`src/rtl/up_down_counter_pkg.sv`:
```
// rtl/up_down_counter_pkg.sv - shared mode constants and control encoding for the up/down counter
package up_down_counter_pkg;

  // Counting behaviour when a step would leave [0, MAX_VAL]
  localparam logic MODE_WRAP = 1'b0;
  localparam logic MODE_SAT  = 1'b1;

  // Per-edge action chosen by the top-level priority decode
  typedef enum logic [1:0] {
    CTL_HOLD = 2'd0,
    CTL_UP   = 2'd1,
    CTL_DN   = 2'd2,
    CTL_LOAD = 2'd3
  } ctl_e;

endpackage

```
`src/rtl/step_unit.sv`:
```
// rtl/step_unit.sv - combinational next-value and bound-crossing computation for one count step
module step_unit
  import up_down_counter_pkg::*;
#(
  parameter int unsigned WIDTH   = 8,
  parameter int unsigned MAX_VAL = 2**WIDTH-1
) (
  input  logic [WIDTH-1:0] q,
  input  logic [WIDTH-1:0] b_eff,
  input  ctl_e             dir,
  input  logic             mode,
  output logic [WIDTH-1:0] nxt,
  output logic             crossed
);

  // One extra bit holds q + b_eff and the modulus MAX_VAL+1 without overflow
  localparam logic [WIDTH:0] MAXV    = (WIDTH+1)'(MAX_VAL);
  localparam logic [WIDTH:0] ONE     = (WIDTH+1)'(1);
  localparam logic [WIDTH:0] MODULUS = MAXV + ONE;

  logic [WIDTH:0] q_ext;
  logic [WIDTH:0] b_ext;
  logic [WIDTH:0] sum;
  logic [WIDTH:0] res;

  // Step q by b_eff in the requested direction, folding or clamping at the bounds
  always_comb begin
    q_ext   = {1'b0, q};
    b_ext   = {1'b0, b_eff};
    sum     = q_ext + b_ext;
    res     = q_ext;
    crossed = 1'b0;
    case (dir)
      CTL_UP: begin
        if (sum > MAXV) begin
          crossed = 1'b1;
          res     = (mode == MODE_SAT) ? MAXV : (sum - MODULUS);
        end else begin
          res = sum;
        end
      end
      CTL_DN: begin
        if (b_ext <= q_ext) begin
          res = q_ext - b_ext;
        end else begin
          crossed = 1'b1;
          res     = (mode == MODE_SAT) ? '0 : (q_ext + MODULUS - b_ext);
        end
      end
      default: ;
    endcase
    nxt = res[WIDTH-1:0];
  end

endmodule

```
`src/rtl/up_down_counter_param.sv`:
```
// rtl/up_down_counter_param.sv - bounded up/down counter with load, wrap/saturate mode and overflow flags
module up_down_counter_param
  import up_down_counter_pkg::*;
#(
  parameter int unsigned WIDTH    = 8,
  parameter int unsigned MAX_VAL  = 2**WIDTH-1,
  parameter bit          SATURATE = 1'b0
) (
  input  logic             clk,
  input  logic             rst,
  input  logic             en,
  input  logic             load,
  input  logic [WIDTH-1:0] a,
  input  logic [WIDTH-1:0] b,
  input  logic             up,
  input  logic             dn,
  input  logic             clr_ovf,
  output logic [WIDTH-1:0] q,
  output logic             at_max,
  output logic             at_min,
  output logic             wrap,
  output logic             ovf
);

  localparam logic [WIDTH:0]   MAXV  = (WIDTH+1)'(MAX_VAL);
  localparam logic [WIDTH-1:0] MAX_Q = MAXV[WIDTH-1:0];
  localparam logic             MODE  = SATURATE ? MODE_SAT : MODE_WRAP;

  logic [WIDTH-1:0] a_clamp;
  logic [WIDTH-1:0] b_eff;
  logic [WIDTH-1:0] step_q;
  logic             step_crossed;
  ctl_e             ctl;

  // Clamp load value and step size into range; load beats counting, conflicting up/dn holds
  always_comb begin
    a_clamp = ({1'b0, a} > MAXV) ? MAX_Q : a;
    b_eff   = ({1'b0, b} > MAXV) ? MAX_Q : b;
    ctl     = CTL_HOLD;
    if (load) begin
      ctl = CTL_LOAD;
    end else if (en && (up ^ dn)) begin
      ctl = up ? CTL_UP : CTL_DN;
    end
  end

  step_unit #(
    .WIDTH   (WIDTH),
    .MAX_VAL (MAX_VAL)
  ) u_step (
    .q       (q),
    .b_eff   (b_eff),
    .dir     (ctl),
    .mode    (MODE),
    .nxt     (step_q),
    .crossed (step_crossed)
  );

  // Counter, one-cycle wrap pulse and sticky overflow; a new wrap wins over clr_ovf
  always_ff @(posedge clk or negedge rst) begin
    if (!rst) begin
      q    <= '0;
      wrap <= 1'b0;
      ovf  <= 1'b0;
    end else begin
      case (ctl)
        CTL_LOAD: begin
          q    <= a_clamp;
          wrap <= 1'b0;
        end
        CTL_UP, CTL_DN: begin
          q    <= step_q;
          wrap <= step_crossed;
        end
        default: wrap <= 1'b0;
      endcase
      ovf <= step_crossed | (ovf & ~clr_ovf);
    end
  end

  assign at_max = (q == MAX_Q);
  assign at_min = (q == '0);

endmodule

```
`config.mk`:
```
export PLATFORM = sky130hd
export DESIGN_NAME = up_down_counter_param
export DESIGN_NICKNAME = d
export VERILOG_FILES = /design/src/rtl/up_down_counter_pkg.sv /design/src/rtl/step_unit.sv /design/src/rtl/up_down_counter_param.sv
export SDC_FILE = /design/constraint.sdc
export NUM_CORES = 1
export LEC_CHECK = 0
export CAP_MARGIN = 30
export CORE_MARGIN = 2
export CORE_UTILIZATION = 37
export DETAILED_ROUTE_END_ITERATION = 12
export DONT_BUFFER_PORTS = 1
export PLACE_DENSITY_LB_ADDON = 0.08
export SYNTH_ARGS = -nofsm -noshare
export SYNTH_HDL_FRONTEND = slang
export SYNTH_SLANG_ARGS = --single-unit
```
`constraint.sdc`:
```
create_clock -name clk -period 3.6 [get_ports clk]
set_clock_uncertainty 0.15 [all_clocks]
set_input_delay 0.36 -clock clk [delete_from_list [all_inputs] [get_ports clk]]
set_output_delay 0.36 -clock clk [all_outputs]
set_load 0.05 [all_outputs]
```
Word-level counts from Yosys, hierarchy flattened
Cells that the tools add are included.
{ "totals": {"reg_bits": 10, "input_bits": 23, "output_inout_bits": 12, "wordCells": 35} }
{ "classes": {"add_sub_neg": 5, "n_lt_le_gt_ge": 2, "n_eq_ne": 5, "muxes": 11, "bitwise": 4, "n_reduce_logical": 5} }
{ "ops": {"columns": ["cell", "count"], "rows": [
  ["8-bit one-hot mux with 2 select lines", 2],
  ["8-bit two-way mux", 2],
  ["8-bit subtractor", 2],
  ["8-bit by 8-bit adder with 9-bit output", 1],
  ["9-bit by 8-bit greater-than comparator with 1-bit output (second input constant)", 1],
  ["8-bit by 1-bit adder with 8-bit output (second input constant)", 1],
  ["8-bit == test (second input constant)", 1],
  ["8-bit less-or-equal comparator", 1],
  ["8-bit logical NOT", 1],
  ["8-bit by 1-bit subtractor with 8-bit output (second input constant)", 1],
  ["2-bit two-way mux", 3],
  ["2-bit == test (second input constant)", 2],
  ["1-bit two-way mux", 3],
  ["3-bit by 1-bit != test with 1-bit output (second input constant)", 1],
  ["2-bit by 1-bit == test with 1-bit output (second input constant)", 1],
  ["1-bit one-hot mux with 2 select lines", 1],
  ["2-bit AND reduction", 1],
  ["2-bit nonzero test", 1],
  ["2-bit OR reduction", 1],
  ["1-bit AND", 1],
  ["1-bit logical AND", 1],
  ["1-bit inverter", 1],
  ["1-bit bitwise OR", 1],
  ["1-bit bitwise XOR", 1]
]} }

Depth between registers and ports, before layout
Gate-level depths: netlist (run 1).
{ "depth": {"depth_word": 8, "depth_mapped": 9, "depth_no_buf": 9} }

Hierarchy
Synthesis (run 1) repeated with hierarchy kept, for this count alone.
{ "hier_totals": {"cells_unflattened": 195, "area_unflattened_um2": 1501.4} }
{ "modules_own_cells": {"columns": ["module", "instances", "cells_per_inst", "area_each_um2", "seq_area_each_um2"], "rows": [
  ["step_unit", 1, 142, 985.9, 0.0],
  ["up_down_counter_param", 1, 53, 515.5, 250.2]
]} }

Least setup slack after synthesis (run 1)
Ideal clock, no wire load.
{ "synth_path": {"kind": "register -> register", "start": "register q[0]", "end": "register ovf", "setup_ps": 135, "arrival_ps": 2204, "t_required_ps": 3315, "path_slack_ps": 1111, "path_stages_with_launch": 10, "n_path_buf": 0, "synth_period_minus_slack_ps": 2489, "cell_sequence": "dfrtp_1 -> inv_1 -> ha_1 -> fa_1 -> nor2b_4 -> o21bai_4 -> a21boi_1 -> o31ai_1 -> a221oi_2 -> o22ai_1"} }
{ "synth_between": {"elab_chain_cells": 5, "elab_cells_between_ends": 7, "classes_between": "add/sub (1); order compare (2); mux (3); bitwise (1)"} }
{ "synth_rtl": {"columns": ["item", "line", "source"], "rows": [
  ["from (decl)", "up_down_counter_param.sv:18", "output logic [WIDTH-1:0] q,"],
  ["from (signal assigned)", "up_down_counter_param.sv:68", "q <= a_clamp;"],
  ["from (signal assigned)", "up_down_counter_param.sv:72", "q <= step_q;"],
  ["8-bit by 8-bit adder with 9-bit output", "step_unit.sv:30", "sum = q_ext + b_ext;"],
  ["9-bit by 8-bit greater-than comparator with 1-bit output", "step_unit.sv:35", "if (sum > MAXV) begin"],
  ["1-bit two-way mux", "step_unit.sv:35", null],
  ["1-bit one-hot mux with 2 select lines (*)", "step_unit.sv:33", "case (dir)"],
  ["1-bit bitwise OR (*)", "up_down_counter_param.sv:77", "ovf <= step_crossed | (ovf & ~clr_ovf);"],
  ["to (signal assigned)", "up_down_counter_param.sv:77", null],
  ["to (decl)", "up_down_counter_param.sv:22", "output logic ovf"]
]} }
Mark *: on every way between the ends. The rest lies on a longest branch, timed or not.
A chain may end at the register's enable or synchronous reset.

Worst setup path in the final report (run 1)
Same ends and word-level chain as after synthesis.

==> flow_summary.toml, run 1 <==
[run_status]
status = "completed"

[cells_and_area]
final_common_cell = "inv_1"
multi_input_area_um2 = 976
layout_common_cells = "inv_1 (22), ha_1 (19), nor2_1 (12), a21oi_1 (11), dfrtp_1 (10)"
regArea_um2 = 250
fillCellCount = 368
drive_gt1_frac = 0.122
nets = 201
syn_to_final_growth_pct = 5.27
final_cells = 204
fin_util = 0.402
design_area_mm2 = 0.00145
n_antenna_cell = 0

[routing]
drtPass1Iterations = 4
via_per_inst = 5.27
drt_iter0_markers = 63
wl_per_cell_um = 15.6
remaining_drc_errors = 0
routed_wl_um = 3180
num_vias = 1075
final_antenna_net_count = 0

[clocking]
clk_path_buf_depth = 2
cts_tree = "built"
clkSlewWorstSetupHoldPaths_ps = 50
ctsHtreeMaxLevel = 1
cts_buffers = 3
clock_latency_ps = 230
clockRootBuffer = "clkbuf_8"
clock-sinks = 10
cts.repair.resized = 0

[power]
ir_drop_mv = 0.399
combPwrFrac = 0.560
power.total_mw = 1.14
p_leak_nw = 0.657
seqPwrFrac = 0.315
p_clk_frac = 0.125
p_int_mw = 0.527
switching_share = 0.536
power_switching_mw = 0.610
power_density_mw_per_mm2 = 785

[worst_setup_path]
slowest_stage = "dfrtp_1"
cp.depth = 9
cp.required_ps = 3540
crit_type = "reg2reg"
critPathMaxStageDelay_ps = 690
cp_num_buf_inv = 1
cp_top_family = "compound AO/OA/AOI/OAI gates"
worstSetupStartpointType = "register"
worstPathArrival_ps = 2620
path_max_fanout = 5
reg2reg_slack_ps = 930
rr_worst_depth = 9
end_kind = "register"
path_cells = "inv_1, ha_1, fa_1, nor2b_4, o21bai_4, a21boi_1, o31ai_1, a221oi_2, o22ai_1"

[place]
hpwl_um = 2640
post-place-ws_ps = 878
placed_cells = 199
place.port_buffers = 0
place.gp.congestion = 0.780
placed_cell_area_mm2 = 0.00138

[timing]
slew_violations = 0
fin_ws_ps = 928
finalSetupTns_ps = 0
worstMarginPinSlew_ps = 893
finalSetupViolations = 0
period_needed_ps = 2670
holdWs_ps = 69.6
post-route-period-util = 0.742
max_clock_freq_mhz = 374
hold_viol = 0
slew_headroom = 0.403
rsz0062_at_grt = "no"

[floorplanning]
dieArea_mm2 = 0.00422
die_w_um = 65.0
rows = 22
num_io_pins = 35
die_h_um = 65.0
core_area_mm2 = 0.00361
start_util = 0.382

[logic_synthesis]
yosysSeqAreaShare = 0.182
ys_types = 49
syn_area_mm2 = 0.00138
synth.avg_cell_area_um2 = 8.82
synth_edf_count = 0
synth_async_sr_flop_share = 1.00
ys.flop_type = "dfrtp_1"
syn_inst = 156
ys_warn_count = 0
ys_ff_latch = 10
synth_fp_nets = 200

[flow_run]
maxCapViolCount = 0

[global_route]
overflow = 0
antenna_found_initial = 0
grt_first_pass_wirelength_um = 5130
grt_pass1_vias = 1072
grt_max_degree = 17
grtUsageTotal = 0.153

[hold_path]
hold_class = "in2reg"
whs_path_depth = 1
-- what timing repair did --
action | in CTS | in global routing
hold buffers | 1 | 0
setup buffers | 0 | 0
hold endpoints to repair | 10 | 0
-- registers in the layout, indices dropped and copies added, names as in the netlist --
signal  count
wrap        1
q           8
ovf         1
-- cells in the mapped netlist (2+ instances only) --
library cell | n | area share
a211oi_1 | 3 | 0.016
a211oi_2 | 2 | 0.018
a21o_1 | 2 | 0.011
a21oi_1 | 11 | 0.040
a221oi_2 | 2 | 0.022
buf_6 | 2 | 0.016
clkbuf_8 | 2 | 0.020
dfrtp_1 | 10 | 0.18
fa_1 | 2 | 0.029
ha_1 | 19 | 0.17
inv_1 | 22 | 0.060
mux2i_1 | 2 | 0.015
nand2_1 | 5 | 0.014
nand2b_1 | 7 | 0.032
nand4_1 | 3 | 0.014
nor2_1 | 12 | 0.033
nor3_1 | 2 | 0.0073
nor3b_1 | 2 | 0.011
o21ai_0 | 3 | 0.011
o21ai_1 | 4 | 0.015
o22ai_1 | 2 | 0.0091
o31ai_1 | 2 | 0.011
or3_1 | 3 | 0.014
or4_1 | 2 | 0.011
xnor2_1 | 3 | 0.019
xor2_1 | 4 | 0.025
-- per-layer routing --
| layer | track usage | wire [um] | up-vias |
|---|---|---|---|
| met4 | 0 | 0 | 0 |
| met2 | 0.287 | 1640 | 19 |
| met3 | 0.0295 | 127 | 0 |
| met5 | 0 | 0 | - |
| met1 | 0.190 | 1410 | 508 |
| li1 | - | - | 548 |
-- area by class of cell --
type / count / area share
well taps: 48 / 0.0415
flip-flops and latches: 10 / 0.173
clock buffers: 4 / 0.0380
inverters: 22 / 0.0570
multi-input cells: 117 / 0.674
repair buffers: 3 / 0.0173
-- worst register-to-register path, stage by stage, from the launching register on --
cell and delay (ps):
dfrtp_1 690, inv_1 130, ha_1 230, fa_1 420
nor2b_4 170, o21bai_4 80, a21boi_1 150, o31ai_1 100
a221oi_2 290, o22ai_1 120
-- final timing paths --
kind | start | to
worst max-delay path | q[0]$_DFFE_PN0P_ | ovf$_DFF_PN0_
worst max register to register | q[0]$_DFFE_PN0P_ | ovf$_DFF_PN0_
min in group asynchronous | rst | q[2]$_DFFE_PN0P_
worst min-delay path | clr_ovf | ovf$_DFF_PN0_
worst min register to register | q[4]$_DFFE_PN0P_ | q[4]$_DFFE_PN0P_
max in group asynchronous | rst | wrap$_DFF_PN0_
-- kinds of logic after synthesis --
family / Yosys count / synth area share
muxes: 3 / 0.0227
adders and majority gates: 21 / 0.202
buffers and inverters: 29 / 0.109
DFF: 10 / 0.182
AOI/OAI and AO/OA: 44 / 0.261
xor gates and xnor gates: 7 / 0.0445
and+or+nand+nor: 42 / 0.179
-- power by group through the flow --
stage	Sequential, mW	Clock [mW]	Combinational [mW]
2_1_floorplan	0.363	0	0.523
6_report	0.358	0.142	0.637
3_3_place_gp	0.362	0	0.632
3_5_place_dp	0.363	0	0.634
5_1_grt	0.369	0.151	0.699
4_1_cts	0.361	0.145	0.641
No activity file was read; power rests on OpenSTA's default activity.
==> inputs of run 2 (changes only) <==
==> constraint.sdc (replaced) <==
create_clock -name clk -period 2.72 [get_ports clk]
set_clock_uncertainty 0.15 [all_clocks]
set_input_delay 0.272 -clock clk [delete_from_list [all_inputs] [get_ports clk]]
set_output_delay 0.272 -clock clk [all_outputs]
set_load 0.05 [all_outputs]
==> run 2 against run 1 <==
Against the previous run:
- maximum frequency grew 13%
- combinational power grew 66%
- sequential cell count is the same
- design area grew 5.4%
- first-iteration DRC count shrank 40%
- clock-buffer cell count is the same
- critical path depth is the same
- setup slack lost 580 ps
- utilization grew 2.2 points
- sequential share of layout area shrank 0.88 points
- sequential power shrank 6.7%
==> flow_summary.toml, run 2 (synthesis results as in run 1) <==
[run_status]
status = "completed"

[hold_path]
hold_class = "in2reg"
hp-start = "a[0]"

[worst_setup_path]
path_cells = "buf_4, ha_1, fa_1, nand2b_4, a21oi_1, o21ai_1, xnor2_1, o21ai_1, mux2_2"
worstSetupStartpointType = "register"
crit_start = "q[0]$_DFFE_PN0P_"
worstPathArrival_ps = 2350
reg2reg_from = "q[0]$_DFFE_PN0P_"
path_max_fanout = 4
slowest_stage = "fa_1"
crit_type = "reg2reg"
end_kind = "register"
cp.required_ps = 2700
critPathMaxStageDelay_ps = 430
crit_top_cell = "o21ai_1"

[clocking]
cts_buffers = 3
cts.repair.resized = 0
clockRootBuffer = "clkbuf_8"
cts_tree = "built"
clock-sinks = 10
ctsHtreeMaxLevel = 1
clk_path_buf_depth = 2
clkSlewWorstSetupHoldPaths_ps = 50
clock_latency_ps = 250

[power]
power_density_mw_per_mm2 = 1040
ir_drop_mv = 0.414
seqPwrFrac = 0.210
p_int_mw = 0.758
power_switching_mw = 0.831
combPwrFrac = 0.668
switching_share = 0.523
p_leak_nw = 0.706
p_clk_frac = 0.122

[timing]
slew_violations = 0
holdWs_ps = 74.7
post-route-period-util = 0.872
slew_headroom = 0.589
finalSetupViolations = 0
hold_viol = 0
finalSetupTns_ps = 0
fin_ws_ps = 349
worstMarginPinSlew_ps = 616
period_needed_ps = 2370
max_clock_freq_mhz = 422
rsz0062_at_grt = "no"

[routing]
remaining_drc_errors = 0
final_antenna_net_count = 0
num_vias = 1113
via_per_inst = 5.20
wl_per_cell_um = 16.1
drtPass1Iterations = 4
routed_wl_um = 3450
drt_iter0_markers = 38

[cells_and_area]
reg_top3 = "q: 8 flops, ovf: 1 flops, wrap: 1 flops"
largest_reg_flops = 8
syn_to_final_growth_pct = 10.9
final_common_cell = "inv_1"
nets = 211
regMostFlops = "q"
layout_common_cells = "inv_1 (22), ha_1 (19), nor2_1 (12), a21oi_1 (11), buf_4 (11)"
n_antenna_cell = 0
drive_gt1_frac = 0.169

[floorplanning]
die_w_um = 65.0
num_io_pins = 35
die_h_um = 65.0
start_util = 0.382
dieArea_mm2 = 0.00422
rows = 22
core_area_mm2 = 0.00361

[global_route]
grt_first_pass_wirelength_um = 5700
grt_max_degree = 17
use_met1 = 0.218
globalRouteMet2Util = 0.322
grt_pass1_vias = 1155
grt_busiest_layer = "met2"
overflow = 0
antenna_found_initial = 0
grt_util_met3 = 0.0295
grtUsageTotal = 0.176

[flow_run]
maxCapViolCount = 0

[place]
place.gp.congestion = 0.790
place.port_buffers = 0
post-place-ws_ps = 358
hpwl_um = 2840
[run 2: cell count changes in the layout (fill, tap and decap cells not counted), sizes merged]
cell         change
buf              +9
dlygate4sd3      +1
[run 2: critical path, delay by kind of cell, from the launching register on]
kind	cells	cell delay (ps)
simple gates	1	110
buf+inv	1	200
compound gates	3	350
xor+xnor	1	130
flops	1	370
fa+ha+maj	2	660
mux	1	290
[run 2: stage by stage]
stage               cell area (um^2)  utilization  std cells  power (mW)
floorplan                       1380            -        156        1.17
CTS                             1530        0.423        214        1.60
global placement                1450        0.402        208        1.39
global route                    1530        0.423        214        1.70
detailed placement              1450        0.402        208        1.39
finish                          1530        0.423        214        1.59
[run 2: worst paths after layout]
kind | to | depth (start not counted) | slack, ps
worst max-delay path | q[4]$_DFFE_PN0P_ | 9 | 350
worst min-delay path | q[0]$_DFFE_PN0P_ | 2 | 70
worst max register to register | q[4]$_DFFE_PN0P_ | 9 | 350
worst min register to register | q[0]$_DFFE_PN0P_ | 2 | 400
max in group asynchronous | q[6]$_DFFE_PN0P_ | 1 | 1800
min in group asynchronous | q[1]$_DFFE_PN0P_ | 1 | 280
[run 2: power by group through the flow]
stage               combinational (mW)  clock, mW  sequential (mW)
floorplan                        0.693          0            0.481
global placement                  1.05          0            0.337
detailed placement                1.06          0            0.339
CTS                               1.07      0.199            0.336
global route                      1.16      0.205            0.341
finish                            1.06      0.194            0.334
[run 2: timing repair]
item,CTS,global route
setup buffers,0,0
setup endpoints to repair,0,0
hold endpoints to repair,11,0
hold buffers,2,0
[run 2: cell type report]
type / instances / area (um^2)
timing repair buffer: 13 / 103
clock buffer: 4 / 55.1
tap: 48 / 60.1
inverter: 22 / 82.6
fill: 383 / 2080
sequential: 10 / 250
multi-input combinational: 117 / 976
[run 2: routing by layer]
| metal | up-vias | part of all wire |
|---|---|---|
| met5 | - | 0 |
| met4 | 0 | 0.0035 |
| met3 | 2 | 0.033 |
| met2 | 22 | 0.52 |
| met1 | 520 | 0.44 |
| li1 | 569 | - |
